`config.mk`:
```
export PLATFORM = sky130hd
export DESIGN_NAME = cpu_issue_arb_flat
export DESIGN_NICKNAME = d
export VERILOG_FILES = /design/src/rtl/cpu_issue_arb_if.sv /design/src/rtl/cpu_issue_arb.sv /design/src/flat_wrapper.sv
export SDC_FILE = /design/constraint.sdc
export NUM_CORES = 1
export LEC_CHECK = 0
export CORE_MARGIN = 5
export CORE_UTILIZATION = 41
export DETAILED_ROUTE_END_ITERATION = 8
export GPL_TIMING_DRIVEN = 1
export PLACE_DENSITY = 0.73
export REMOVE_ABC_BUFFERS = 1
export SETUP_SLACK_MARGIN = 0.1
export SKIP_LAST_GASP = 1
export SLEW_MARGIN = 5
export SYNTH_ARGS = -nofsm -noshare
export SYNTH_HDL_FRONTEND = slang
export SYNTH_SLANG_ARGS = --single-unit
export TNS_END_PERCENT = 10
```
`constraint.sdc`:
```
create_clock -name clock -period 2.25 [get_ports clock]
set_input_delay 0.225 -clock clock [delete_from_list [all_inputs] [get_ports clock]]
set_output_delay 0.225 -clock clock [all_outputs]
set_load 0.005 [all_outputs]
```
`src/rtl/cpu_issue_arb_if.sv`:
```
// Issue-arbiter bus: two requesters' instruction/immediate words and the
// handshake back to them, plus the run/data/done link to the CPU.
// The master side is the environment (requesters and CPU); the slave side
// is the arbiter itself.
interface cpu_issue_arb_if #(
    parameter int DATA_W = 9
);
    logic [1:0]        req;
    logic [DATA_W-1:0] instr0;
    logic [DATA_W-1:0] instr1;
    logic [DATA_W-1:0] imm0;
    logic [DATA_W-1:0] imm1;
    logic [1:0]        ack;
    logic              err;
    logic              busy;
    logic              grant_id;
    logic              cpu_run;
    logic [DATA_W-1:0] cpu_din;
    logic              cpu_done;

    modport master (
        output req, instr0, instr1, imm0, imm1, cpu_done,
        input  ack, err, busy, grant_id, cpu_run, cpu_din
    );

    modport slave (
        input  req, instr0, instr1, imm0, imm1, cpu_done,
        output ack, err, busy, grant_id, cpu_run, cpu_din
    );
endinterface

```
`src/rtl/cpu_issue_arb.sv`:
```
// Two-requester round-robin arbiter that issues one instruction (plus an
// optional immediate word for MVI_OP) to the CPU, waits for cpu_done with a
// timeout, and returns a one-cycle ack/err to the winning requester.
module cpu_issue_arb #(
    parameter int         DATA_W  = 9,
    parameter int         TIMEOUT = 64,
    parameter logic [2:0] MVI_OP  = 3'b001
) (
    input logic            clock,
    input logic            resetn,
    cpu_issue_arb_if.slave bus
);
    localparam int CNT_W = $clog2(TIMEOUT + 1);

    typedef enum logic [2:0] {IDLE, ISSUE, IMM, WAIT, RESP} state_t;

    // Words captured at grant; held until the transaction completes.
    typedef struct packed {
        logic [DATA_W-1:0] instr;
        logic [DATA_W-1:0] imm;
    } txn_t;

    state_t            state, state_nxt;
    txn_t              txn;
    logic              ptr;
    logic              grant_q;
    logic              winner;
    logic              err_q;
    logic              timed_out;
    logic [CNT_W-1:0]  cnt;

    logic [1:0]        ack_c;
    logic              err_c;
    logic              busy_c;
    logic              run_c;
    logic [DATA_W-1:0] din_c;

    // Pointer breaks ties; a lone requester wins regardless of the pointer.
    always_comb begin
        winner    = (bus.req == 2'b11) ? ptr : bus.req[1];
        timed_out = (cnt == CNT_W'(TIMEOUT - 1));
    end

    // State register.
    always_ff @(posedge clock or negedge resetn) begin
        if (!resetn) state <= IDLE;
        else         state <= state_nxt;
    end

    // Next-state logic; cpu_done is only looked at in WAIT, and wins over a
    // timeout landing on the same edge.
    always_comb begin
        state_nxt = state;
        case (state)
            IDLE:    if (|bus.req) state_nxt = ISSUE;
            ISSUE:   state_nxt = (txn.instr[8:6] == MVI_OP) ? IMM : WAIT;
            IMM:     state_nxt = WAIT;
            WAIT:    if (bus.cpu_done || timed_out) state_nxt = RESP;
            RESP:    state_nxt = IDLE;
            default: state_nxt = IDLE;
        endcase
    end

    // Grant capture, round-robin pointer, wait counter and completion status.
    always_ff @(posedge clock or negedge resetn) begin
        if (!resetn) begin
            txn     <= '0;
            grant_q <= 1'b0;
            ptr     <= 1'b0;
            cnt     <= '0;
            err_q   <= 1'b0;
        end else begin
            if (state == IDLE && |bus.req) begin
                txn.instr <= winner ? bus.instr1 : bus.instr0;
                txn.imm   <= winner ? bus.imm1   : bus.imm0;
                grant_q   <= winner;
                ptr       <= ~winner;
            end
            // Cleared in every other state, so it starts at 0 on WAIT entry.
            if (state != WAIT)                 cnt <= '0;
            else if (cnt != CNT_W'(TIMEOUT))   cnt <= cnt + 1'b1;
            // The last WAIT cycle decides: done -> clean, otherwise timeout.
            if (state == WAIT) err_q <= ~bus.cpu_done;
        end
    end

    // Moore outputs decoded from the current state.
    always_comb begin
        ack_c  = 2'b00;
        err_c  = 1'b0;
        busy_c = (state != IDLE);
        run_c  = 1'b0;
        din_c  = '0;
        case (state)
            ISSUE: begin
                run_c = 1'b1;
                din_c = txn.instr;
            end
            IMM:   din_c = txn.imm;
            RESP: begin
                ack_c[grant_q] = 1'b1;
                err_c          = err_q;
            end
            default: ;
        endcase
    end

    assign bus.ack      = ack_c;
    assign bus.err      = err_c;
    assign bus.busy     = busy_c;
    assign bus.cpu_run  = run_c;
    assign bus.cpu_din  = din_c;
    assign bus.grant_id = grant_q;
endmodule
```
`src/flat_wrapper.sv`:
```
// flat-port wrapper written by rule: the top's interface ports become plain ports
module cpu_issue_arb_flat 
#(
    parameter int         DATA_W  = 9,
    parameter int         TIMEOUT = 64,
    parameter logic [2:0] MVI_OP  = 3'b001
)
  (clock, resetn, bus_req, bus_instr0, bus_instr1, bus_imm0, bus_imm1, bus_cpu_done, bus_ack, bus_err, bus_busy, bus_grant_id, bus_cpu_run, bus_cpu_din);
  cpu_issue_arb_if #(.DATA_W(DATA_W)) bus_i ();
  input logic clock;
  input logic resetn;
  input wire logic [$bits(bus_i.req)-1:0] bus_req;
  input wire logic [$bits(bus_i.instr0)-1:0] bus_instr0;
  input wire logic [$bits(bus_i.instr1)-1:0] bus_instr1;
  input wire logic [$bits(bus_i.imm0)-1:0] bus_imm0;
  input wire logic [$bits(bus_i.imm1)-1:0] bus_imm1;
  input wire logic [$bits(bus_i.cpu_done)-1:0] bus_cpu_done;
  output wire logic [$bits(bus_i.ack)-1:0] bus_ack;
  output wire logic [$bits(bus_i.err)-1:0] bus_err;
  output wire logic [$bits(bus_i.busy)-1:0] bus_busy;
  output wire logic [$bits(bus_i.grant_id)-1:0] bus_grant_id;
  output wire logic [$bits(bus_i.cpu_run)-1:0] bus_cpu_run;
  output wire logic [$bits(bus_i.cpu_din)-1:0] bus_cpu_din;
  assign bus_i.req = bus_req;
  assign bus_i.instr0 = bus_instr0;
  assign bus_i.instr1 = bus_instr1;
  assign bus_i.imm0 = bus_imm0;
  assign bus_i.imm1 = bus_imm1;
  assign bus_i.cpu_done = bus_cpu_done;
  assign bus_ack = bus_i.ack;
  assign bus_err = bus_i.err;
  assign bus_busy = bus_i.busy;
  assign bus_grant_id = bus_i.grant_id;
  assign bus_cpu_run = bus_i.cpu_run;
  assign bus_cpu_din = bus_i.cpu_din;
  cpu_issue_arb #(.DATA_W(DATA_W), .TIMEOUT(TIMEOUT), .MVI_OP(MVI_OP)) u_core (.clock(clock), .resetn(resetn), .bus(bus_i));
endmodule
```
After elaboration in Yosys (flattened, before gate mapping)
Cells that the tools add are included.
- output and inout bits: 15
- logic and storage cells: 46
- bits in registers: 31
- magnitude comparators: 2
- add/sub/neg operators: 1
- equality and inequality tests: 11
- bitwise operators: 2
- mux-type cells: 15
- reduce and logical (&&, ||, !) cells: 8
- operators with widths (operator ; number):
    9-bit 2-to-1 mux ; 2
    9-bit case mux with 2 select lines ; 1
    7-bit 2-to-1 mux ; 2
    3-bit case mux with 4 select lines ; 1
    7-bit by 1-bit adder with 7-bit output, second input constant ; 1
    7-bit by 6-bit equality test with 1-bit output, second input constant ; 1
    7-bit inequality test, second input constant ; 1
    3-bit by 1-bit equality test with 1-bit output, second input constant ; 2
    3-bit by 2-bit equality test with 1-bit output, second input constant ; 2
    3-bit 2-to-1 mux ; 2
    1-bit 2-to-1 mux ; 5
    3-bit equality test, second input constant ; 1
    3-bit zero test ; 1
    3-bit by 2-bit inequality test with 1-bit output, second input constant ; 1
    3-bit nonzero test ; 1
    2-bit equality test, second input constant ; 1
    1-bit logical AND ; 2
    1-bit by 2-bit < comparator with 1-bit output, second input constant ; 1
    2-bit 2-to-1 mux ; 1
    2-bit by 1-bit inequality test with 1-bit output, second input constant ; 1
    2-bit inequality test, second input constant ; 1
    1-bit NOT ; 2
    2-bit AND reduction ; 1
    2-bit nonzero test ; 1
    other kinds (4) ; 4

Logic depth before layout (Yosys ltp)
- depth in word-level cells: 5
- gate-level depth with buffers: 6
- depth with buffers taken out: 5

Least setup slack after synthesis
No wires, ideal clock.
- kind: register to register
- from: register u_core.state[1]
- to: register u_core.txn[10] (netlist bit)
- clock period less this slack: 1.465 ns
- arrival: 1.339 ns
- slack: 0.785 ns
- required time: 2.124 ns
- cell stages (with the launch flop): 7
- buffers on the path: 2
- setup time: 0.126 ns
- cell sequence: dfrtp_1 -> buf_6 -> nor3_4 -> inv_2 -> buf_6 -> o21a_1 -> a221o_1
- longest elaborated chain between the ends: 2
- RTL lines (element ; line ; source):
    from (decl) ; cpu_issue_arb.sv:23 ; state_t state, state_nxt;
    from (signal assigned) ; cpu_issue_arb.sv:47 ; else state <= state_nxt;
    3-bit zero test ; cpu_issue_arb.sv:73 ; if (state == IDLE && |bus.req) begin
    1-bit logical AND ; cpu_issue_arb.sv:73 ;
    to (decl) ; cpu_issue_arb.sv:24 ; txn_t txn;
No other way between the ends.
A chain may end at the register's enable or synchronous reset.

Worst setup path after layout
- from: register u_core.state[1]
- to: output bus_cpu_din[3]
- longest elaborated chain between the ends: 2
- RTL lines (element ; line ; source):
    3-bit by 2-bit equality test with 1-bit output / 3-bit by 1-bit equality test with 1-bit output (equally long branches) ; cpu_issue_arb.sv:94 ; case (state)
    9-bit case mux with 2 select lines (*) ; cpu_issue_arb.sv:94 ;
    to (decl) ; flat_wrapper.sv:23 ; output wire logic [$bits(bus_i.cpu_din)-1:0] bus_cpu_din;
Every way passes the cells marked *; elsewhere a longest branch is shown, timed or not.

==> metrics.md <==
| Metric | Value |
|---|---|
| Status | `completed` |
| Top-area cell type share of the netlist area | `0.4697` |
| Adder-cell area share of the yosys netlist | `0.01515` |
| Post_cts resized | `0` |
| Setup TNS | `0 ns` |
| Area grow syn2layout | `38.94%` |
| Global-route wire length before repair | `6.982 mm` |
| Ys async rst share | `1.000` |
| Top Family by Delay on Critical Path | `buffers and inverters` |
| First drt pass iteration count | `4` |
| DRT met1 WL | `1.815 mm` |
| Hold-fix buffers, CTS | `0` |
| Setup Buffers After CTS | `0` |
| Vias per cell | `5.610` |
| Die height | `73.47 um` |
| Largest area contributor in the netlist | `dfrtp_1` |
| Worst Path Buf+Inv | `2` |
| Placed cells | `256` |
| Max Fanout on Critical Path | `9` |
| Metal2 WL | `2.039 mm` |
| Reg clk slew, reported paths | `0.06 ns` |
| Core Area | `3943 um^2` |
| Std-Cell Rows | `23` |
| Slowest CP cell | `clkdlybuf4s50_1` |
| Layout Nets | `256` |
| WP data arrival | `1.78 ns` |
| Final Hold Viols | `0` |
| Ports | `56` |
| Ys flop type | `dfrtp_1` |
| Clk_skew | `0.006593 ns` |
| Clk_lat worst skew | `0.28 ns` |
| DRC errors left | `0` |
| Top cells by area, synth | `dfrtp_1, a221o_1, o21a_1, a22oi_1, nor2_1` |
| Vias in the first global route | `1,579` |
| Worst Hold Class | `in -> async` |
| Most frequent cells in the layout | `clkdlybuf4s50_1, dfrtp_1, o21a_1, a221o_1, nor2_1` |
| Finished Core Util | `0.5820` |
| Synth Area in XOR/XNOR | `0.01591` |
| Synth Instances | `159` |
| Slowest stage delay, CP | `0.52 ns` |
| Root Buffer | `clkbuf_8` |
| Yosys reg bits | `31` |
| Netlist cell types | `33` |
| Vias | `1,481` |
| Pleak | `0.9645 nW` |
| Detailed Route WL | `4.193 mm` |
| Slew @ Worst Pin | `0.7797 ns` |
| Clk sinks | `31` |
| Initial antenna violation count | `0` |
| Commonest non-fill, non-tap cell in the layout | `clkdlybuf4s50_1` |
| Largest net degree at the start of global routing | `32` |
| Port Buf Inserts | `55` |
| Rel. slew slack | `0.4796` |
| Max-slew violations | `0` |
| Gr usage total | `0.1653` |
| RSZ-0062 raised after global routing | `no` |
| Initial drt markers | `67` |
| Global route overflow | `0` |
| GPL Wtd Cong | `0.7483` |
| Mux share of post-synthesis cell area | `0` |
| Die ar. | `5398 um^2` |
| VDD IR-drop max | `0.5290 mV` |
| Worst Setup Start Kind | `flip-flop` |
| Sequential fraction of the synthesis area | `0.4697` |
| WL met3 | `298 um` |
| Post-Layout Cell Count | `264` |
| Setup violators final | `0` |
| Peak Freq | `499.1 MHz` |
| Simple-gate share of the synthesized area | `0.1508` |
| Main combinational cell family by area after synthesis | `compound AO/OA/AOI/OAI gates` |
| Max Cap Viol | `0` |
| Number of synthesized flops with an enable pin | `0` |
| Routed Antenna Nets | `0` |
| Synth Cell Area | `1652 um^2` |
| Syn_area_per_cell | `10.39 um^2` |
| Placed wire-length estimate | `3.103 mm` |
| Initial Util | `0.4189` |
| Critical path type | `reg -> out` |
| Post-route clock period utilization | `0.8905` |
| Inserted Clock Buffers | `5` |
| Die Wd | `73.47 um` |
| Share of layout cells above drive strength 1 | `0.07009` |
| Cell breakdown of the critical path | `nor2b_1 -> buf_4 -> a22oi_1 -> nor2_1 -> clkdlybuf4s50_1` |
| CTS max path bufs | `2` |
| Uppermost layer routed | `met4` |
| Worst path required time | `2.03 ns` |
| Synth warn | `0` |
| Final min period | `2.004 ns` |
| CTS H-tree depth | `2` |
| Compound-Gate Fraction of Synth Area | `0.2864` |
| Drt wl/cell | `15.88 um` |
| Pwr dens | `1111 nW/um^2` |
| CTS tree | `built` |
| N_diodes | `0` |
| Crit end category | `output pin` |
## logic make-up after synthesis
kind of cell,after synthesis
compound gates,60
xor+xnor,3
fa+ha+maj,2
buf+inv,17
flops,31
simple gates,46
## worst reg2reg max path, stage by stage, from the launching register on
cell and delay (ns):
dfrtp_2 0.47, nor3_4 0.27, and3_1 0.68, a221o_1 0.28
## through the flow
step	setup slack (ns)	area (um^2)	power (mW)	hold WS [ns]
2_1_floorplan	0.7617	1568	1.616	-0.07059
3_3_place_gp	0.4775	2211	2.094	0.4617
3_5_place_dp	0.3997	2211	2.144	0.4638
4_1_cts	0.1555	2292	2.566	0.3599
5_1_grt	0.1150	2295	2.736	0.4033
6_report	0.2465	2295	2.550	0.3515
## layer usage
layer / track usage / vias up
met4: 0.05634 / 0
met5: 0 / -
met1: 0.2121 / 713
met2: 0.2707 / 57
met3: 0.04104 / 5
li1: - / 706
## power by group
group / total [mW] / leakage, nW / switching [mW] / internal (mW)
Clock: 0.412 / 0.0422 / 0.195 / 0.217
Sequential: 0.971 / 0.391 / 0.188 / 0.783
Combinational: 1.17 / 0.531 / 0.499 / 0.669
Total: 2.55 / 0.965 / 0.882 / 1.67
## flip-flops by register name (all words and copies together), names as in the netlist
signal	flops
u_core.txn	18
u_core.bus.grant_id	1
u_core.ptr	1
u_core.state	3
u_core.err_q	1
u_core.cnt	7
## cell usage after synthesis, types with 2 or more instances
cell type  count
nor2_1        15
inv_1          4
nor2b_1        2
xor2_1         2
nand4_1        2
and3_1         4
and2_1         2
a21o_1         3
a22o_1         2
ha_1           2
dfrtp_1       31
o21a_1        18
nand3_1        3
a22oi_1        9
nor3b_1        3
nor3_1         2
buf_4          6
o21ai_0        5
clkbuf_1       3
buf_6          2
a221o_1       18
or3_1          2
a21oi_1        5
nand2_1        5
## layout make-up
| class | count | area (um^2) |
|---|---|---|
| Clock buffer | 7 | 76.32 |
| Clock inverter | 1 | 5.005 |
| Fill cell | 315 | 1648 |
| Inverter | 5 | 18.77 |
| Multi-Input combinational cell | 111 | 773.2 |
| Sequential cell | 31 | 778.2 |
| Tap cell | 50 | 62.56 |
| Timing Repair Buffer | 59 | 580.6 |
## final timing paths
kind / start / to / slack [ns] / cells past startpoint
worst max-delay path: u_core.state[1] / bus_cpu_din[3] / 0.25 / 5
worst min-delay path: resetn / u_core.cnt[4] / 0.35 / 2
worst max register to register: u_core.state[1] / u_core.txn[16] / 0.50 / 3
worst min register to register: u_core.err_q / u_core.err_q / 0.48 / 1
max in group asynchronous: resetn / u_core.state[0] / 1.59 / 2
min in group clock: u_core.err_q / u_core.err_q / 0.48 / 1
(Power assumes the default switching activity.)
